===== src/rtl/fetch_queue_unit.sv =====
// fetch_queue_unit: RV32 instruction fetch stage.
// Holds the fetch PC and issues word requests to instruction memory. Requests
// are issued only while free credit remains, so the DEPTH-entry queue can never
// overflow. In-order responses are buffered and handed to decode as {pc, instr}
// pairs. A redirect flushes the queue and marks every in-flight request so that
// its response is discarded.
module fetch_queue_unit #(
    parameter logic [31:0] RESET_PC = 32'h0000_0000,
    parameter int unsigned DEPTH    = 4,
    parameter int unsigned CNT_W    = 3
) (
    input  logic             clk,
    input  logic             reset,
    output logic             imem_req_valid,
    output logic [31:0]      imem_req_addr,
    input  logic             imem_req_ready,
    input  logic             imem_rsp_valid,
    input  logic [31:0]      imem_rsp_data,
    input  logic             redirect_valid,
    input  logic [31:0]      redirect_pc,
    output logic             dec_valid,
    output logic [31:0]      dec_instr,
    output logic [31:0]      dec_pc,
    input  logic             dec_ready,
    output logic [CNT_W-1:0] queue_count
);

    localparam int unsigned      PTR_W    = $clog2(DEPTH);
    localparam int unsigned      SUM_W    = CNT_W + 1;
    localparam logic [SUM_W-1:0] DEPTH_W  = SUM_W'(DEPTH);
    localparam logic [CNT_W-1:0] DEPTH_C  = CNT_W'(DEPTH);
    localparam logic [CNT_W-1:0] CNT_ZERO = CNT_W'(0);
    localparam logic [CNT_W-1:0] CNT_ONE  = CNT_W'(1);
    localparam logic [PTR_W-1:0] PTR_ZERO = PTR_W'(0);
    localparam logic [PTR_W-1:0] PTR_ONE  = PTR_W'(1);

    typedef enum logic [0:0] {
        ST_HOLD  = 1'b0,
        ST_FETCH = 1'b1
    } state_e;

    // Registered state
    state_e           state_r;
    logic [31:0]      fetch_pc_r;
    logic [31:0]      rsp_pc_r;
    logic [CNT_W-1:0] outst_r;
    logic [CNT_W-1:0] drop_r;
    logic [CNT_W-1:0] count_r;
    logic [PTR_W-1:0] head_r;
    logic [PTR_W-1:0] tail_r;
    logic [31:0]      q_instr_r [DEPTH];
    logic [31:0]      q_pc_r    [DEPTH];

    // Combinational control
    logic [SUM_W-1:0] credit_s;
    logic             req_valid_s;
    logic             accept_s;
    logic             dec_valid_s;
    logic             pop_s;
    logic             keep_s;
    logic             push_s;
    logic [CNT_W-1:0] outst_next_s;
    logic [31:0]      redirect_pc_s;
    logic             unused_ok_s;

    // Handshake decisions derived from registered state and this cycle's inputs.
    always_comb begin
        credit_s      = SUM_W'(count_r) + SUM_W'(outst_r);
        req_valid_s   = (state_r == ST_FETCH) && (credit_s < DEPTH_W);
        accept_s      = req_valid_s && imem_req_ready;
        dec_valid_s   = (count_r != CNT_ZERO);
        // A redirect flushes the queue, so a pop in that cycle has no effect.
        pop_s         = dec_valid_s && dec_ready && !redirect_valid;
        // Responses are discarded while stale requests are being retired or
        // while a redirect is taking effect.
        keep_s        = imem_rsp_valid && !redirect_valid && (drop_r == CNT_ZERO);
        push_s        = keep_s && ((count_r != DEPTH_C) || pop_s);
        outst_next_s  = outst_r + CNT_W'(accept_s) - CNT_W'(imem_rsp_valid);
        redirect_pc_s = {redirect_pc[31:2], 2'b00};
        unused_ok_s   = ^redirect_pc[1:0];
    end

    // Output drive: request and decode ports read straight from registered state.
    always_comb begin
        imem_req_valid = req_valid_s;
        imem_req_addr  = (state_r == ST_FETCH) ? fetch_pc_r : 32'h0000_0000;
        dec_valid      = dec_valid_s;
        dec_instr      = dec_valid_s ? q_instr_r[head_r] : 32'h0000_0000;
        dec_pc         = dec_valid_s ? q_pc_r[head_r]    : 32'h0000_0000;
        queue_count    = count_r;
    end

    // Control state: FSM, PCs, credit tracking, drop counter and queue pointers.
    always_ff @(posedge clk) begin
        if (reset) begin
            state_r    <= ST_HOLD;
            fetch_pc_r <= RESET_PC;
            rsp_pc_r   <= RESET_PC;
            outst_r    <= CNT_ZERO;
            drop_r     <= CNT_ZERO;
            count_r    <= CNT_ZERO;
            head_r     <= PTR_ZERO;
            tail_r     <= PTR_ZERO;
        end else begin
            case (state_r)
                ST_HOLD:  state_r <= ST_FETCH;
                ST_FETCH: state_r <= ST_FETCH;
                default:  state_r <= ST_HOLD;
            endcase

            outst_r <= outst_next_s;

            if (redirect_valid) begin
                // Everything still in flight after this edge is stale.
                fetch_pc_r <= redirect_pc_s;
                rsp_pc_r   <= redirect_pc_s;
                drop_r     <= outst_next_s;
                count_r    <= CNT_ZERO;
                head_r     <= PTR_ZERO;
                tail_r     <= PTR_ZERO;
            end else begin
                if (accept_s) begin
                    fetch_pc_r <= fetch_pc_r + 32'd4;
                end
                if (push_s) begin
                    rsp_pc_r <= rsp_pc_r + 32'd4;
                    tail_r   <= tail_r + PTR_ONE;
                end
                if (imem_rsp_valid && (drop_r != CNT_ZERO)) begin
                    drop_r <= drop_r - CNT_ONE;
                end
                if (pop_s) begin
                    head_r <= head_r + PTR_ONE;
                end
                case ({push_s, pop_s})
                    2'b10:   count_r <= count_r + CNT_ONE;
                    2'b01:   count_r <= count_r - CNT_ONE;
                    default: count_r <= count_r;
                endcase
            end
        end
    end

    // Queue storage: written at the tail on every kept response.
    always_ff @(posedge clk) begin
        if (push_s) begin
            q_instr_r[tail_r] <= imem_rsp_data;
            q_pc_r[tail_r]    <= rsp_pc_r;
        end
    end

endmodule

===== config.mk =====
export PLATFORM = sky130hd
export DESIGN_NAME = fetch_queue_unit
export DESIGN_NICKNAME = d
export VERILOG_FILES = /design/src/rtl/fetch_queue_unit.sv
export SDC_FILE = /design/constraint.sdc
export NUM_CORES = 1
export LEC_CHECK = 0
export CELL_PAD_IN_SITES_DETAIL_PLACEMENT = 0
export CELL_PAD_IN_SITES_GLOBAL_PLACEMENT = 1
export CORE_ASPECT_RATIO = 1.25
export CORE_UTILIZATION = 25
export DETAILED_ROUTE_END_ITERATION = 6
export PLACE_DENSITY_LB_ADDON = 0.1
export SLEW_MARGIN = 40
export SYNTH_ARGS = -nofsm -noshare
export SYNTH_HDL_FRONTEND = slang
export SYNTH_SLANG_ARGS = --single-unit
export TNS_END_PERCENT = 30

===== constraint.sdc =====
create_clock -name clk -period 4.1 [get_ports clk]
set_input_delay 0.41 -clock clk [delete_from_list [all_inputs] [get_ports clk]]
set_output_delay 0.41 -clock clk [all_outputs]
set_load 0.03 [all_outputs]

==> insert_results.sql <==
INSERT INTO impl_metrics (metric_group, metric, value, unit) VALUES
('clock_network', 'htree_num_levels', '2', ''),
('final_layout', 'filler_cell_count', '5580', ''),
('routing', 'drtIter0Drc', '377', ''),
('routing', 'drt_pass1_iterations', '5', ''),
('synthesis', 'synth_seq_area_share', '63.52', '%'),
('floorplan', 'initial_core_util', '25.24', '%'),
('clock_network', 'postCtsSetupRepairBufs', '0', ''),
('synthesis', 'yosys-top-cells-area', 'edfxtp_1, dfxtp_1, mux4_2, and2_1, and4_1', ''),
('worst_setup_path', 'timing.critical_path.max_delay_family', 'buffers and inverters', ''),
('clock_network', 'tritoncts', 'built', ''),
('hold_path', 'timing.hold.worst.class', 'in -> reg', ''),
('routing', 'number_of_vias_per_cell_after_detailed_routing', '4.628', ''),
('clock_network', 'path_clk_slew', '60', 'ps'),
('final_layout', 'syn2layout_area_growth', '27.22', '%'),
('global_routing', 'grt_first_pass_wirelength', '59.67', 'mm'),
('global_routing', 'grt_use_total', '13.85', '%'),
('sta', 'layout_setup_ws', '782.5', 'ps'),
('pwr', 'design_power_total', '8.635', 'mW'),
('routing', 'num_vias', '8885', ''),
('placement', 'preCtsSetupSlack', '1070', 'ps'),
('synthesis', 'synth_cell_type_count', '66', ''),
('worst_setup_path', 'arrival_time_worst_endpoint', '2910', 'ps'),
('synthesis', 'post_synthesis_instance_area', '14120', 'µm²'),
('clock_network', 'cts-buffers-inserted', '39', ''),
('sta', 'min_period', '3318', 'ps'),
('global_routing', 'grt_pass1_vias', '9299', ''),
('synthesis', 'avgSynthCellArea', '14.38', 'µm²'),
('clock_network', 'clock_insertion_delay_worst_skew', '550', 'ps'),
('synthesis', 'edff_count_synth', '248', ''),
('sta', 'slew_headroom', '48.84', '%'),
('sta', 'max_freq', '301.4', 'MHz'),
('sta', 'timing.final.setup_violations', '0', ''),
('sta', 'timing.setup.tns', '0', 'ps'),
('floorplan', 'floorplan.io_pins', '171', ''),
('sta', 'worst_pin_slew', '765.2', 'ps'),
('synthesis', 'dominant_cell_by_count_in_the_synthesized_netlist', 'edfxtp_1', ''),
('synthesis', 'synth_cells', '982', ''),
('clock_network', 'cts_root_buf', 'clkbuf_16', ''),
('global_routing', 'antenna_found_initial', '1', ''),
('synthesis', 'async_flop_share', '0', '%'),
('worst_setup_path', 'criticalPathCategory', 'reg -> out', ''),
('synthesis', 'synthFlopType', 'edfxtp_1', ''),
('routing', 'drt.antenna.violating_nets', '0', ''),
('synthesis', 'yosys-top-cells-count', 'edfxtp_1, and2_1, dfxtp_1', ''),
('sta', 'final_max_slew_viol_count', '0', ''),
('global_routing', 'global_route.overflow_total', '0', ''),
('sta', 'hold_viol', '0', ''),
('worst_setup_path', 'worstPathCellList', 'or3_2 -> buf_12 -> and2_1 -> clkdlybuf4s50_1', ''),
('placement', 'gp_routability_congestion', '0.7517', ''),
('synthesis', 'ys.warnings.count', '0', ''),
('pwr', 'peakVddDrop', '0.2564', 'mV'),
('floorplan', 'die_area', '57440', 'µm²'),
('sta', 'grt_setup_unrepaired', 'no', ''),
('synthesis', 'synth.largest_area_cell', 'edfxtp_1', ''),
('placement', 'io_buffer_count', '164', ''),
('clock_network', 'holdBufCountCts', '0', ''),
('pwr', 'leakage', '5.700', 'nW'),
('final_layout', 'final_layout_size_suffix_gt1_share', '14.18', '%'),
('floorplan', 'placementRows', '97', ''),
('sta', 'clock-skew-final', '20.97', 'ps'),
('synthesis', 'post-synth-top-area-fraction', '52.74', '%'),
('floorplan', 'floorplan.core_area', '55950', 'µm²'),
('run', 'max_cap_violations', '0', ''),
('clock_network', 'number_of_buffers_on_the_longest_clock_path', '3', ''),
('routing', 'drt_wl_total', '39.56', 'mm'),
('worst_setup_path', 'slowest_delay', '750', 'ps'),
('run_status', 'result_of_the_run', 'completed', ''),
('worst_setup_path', 'critical_path_buf_inv_count', '2', ''),
('worst_setup_path', 'start_kind', 'register', ''),
('worst_setup_path', 'path_max_fanout', '35', ''),
('worst_setup_path', 'master_of_the_slowest_instance_on_the_critical_path', 'clkdlybuf4s50_1', '');
## metrics by stage
step | hold slack [ps] | instance area [µm²] | instances | utilization [%]
after global placement | 515.1 | 16710 | 1851 | 29.87
after global routing | 427.7 | 17960 | 1920 | 32.11
after floorplan | 458.3 | 14130 | 985 | -
after CTS | 376.8 | 17960 | 1920 | 32.11
after detailed placement | 521.9 | 16710 | 1851 | 29.87
final | 415.0 | 17960 | 1920 | 32.11
## layout make-up
type                            instances  area [µm²]  share of cell area, %
Clock buffer                           44        1026                  5.711
Clock inverter                         25       222.7                  1.240
Inverter                               20       75.07                 0.4179
Multi-Input combinational cell        575        4818                  26.82
Sequential cell                       324        8974                  49.95
Tap cell                              742       928.4                  5.168
Timing Repair Buffer                  190        1919                  10.68
## tightest hold or removal path: stages
cell	delay [ps]
buf_2	260
nor2_1	150
a211oi_1	80
## cell families after synthesis
group / Yosys count / synth area share (%)
xor+xnor: 19 / 1.179
compound gates: 127 / 6.460
other cells: 1 / 0.02656
simple gates: 345 / 14.82
flops: 324 / 63.52
mux: 66 / 10.17
fa+ha+maj: 14 / 1.347
buf+inv: 86 / 2.481
## sequential cells by signal (all words and copies together) (netlist names), named ones only
register / flops
queue_count: 3
tail_r: 2
fetch_pc_r: 30
state_r: 1
rsp_pc_r: 30
head_r: 2
outst_r: 3
q_instr_r: 128
q_pc_r: 120
drop_r: 3
## power by group
part	total, mW	switching [mW]	leakage [nW]	internal (mW)
clock	3.40	1.41	0.593	1.99
combinational	1.40	0.787	2.22	0.609
sequential	3.84	0.131	2.89	3.70
## per-layer routing
layer / GRT usage (%) / vias up / routed length [µm]
met5: 0 / - / 14
met4: 4.170 / 2 / 884
met3: 2.624 / 57 / 1464
met2: 24.47 / 208 / 20050
met1: 17.07 / 4445 / 17140
li1: - / 4173 / -
## placed cells by master, fill, tap and decap left out, types with 14 or more instances in the layout
master	n
nor4_1	18
and2_1	98
nor2_1	31
nand4_1	25
and4_1	23
and3_1	17
edfxtp_1	248
inv_1	19
o21ai_0	23
mux4_2	62
a21boi_0	15
a211oi_1	20
nand3_1	23
buf_4	19
nand2_1	33
clkbuf_16	40
nor3_1	25
xnor2_1	14
clkdlybuf4s50_1	163
dfxtp_1	74
## path summary, 6_finish.rpt
| check | startpoint | endpoint | slack, ps | depth (start not counted) |
|---|---|---|---|---|
| setup reg to reg | queue_count[1] | drop_r[2] | 1100 | 12 |
| hold / removal | redirect_valid | fetch_pc_r[26] | 420 | 3 |
| setup / recovery | queue_count[1] | dec_pc[15] | 780 | 4 |
| hold reg to reg | head_r[0] | register | 540 | 2 |
Power figures use the tool's default switching activity.
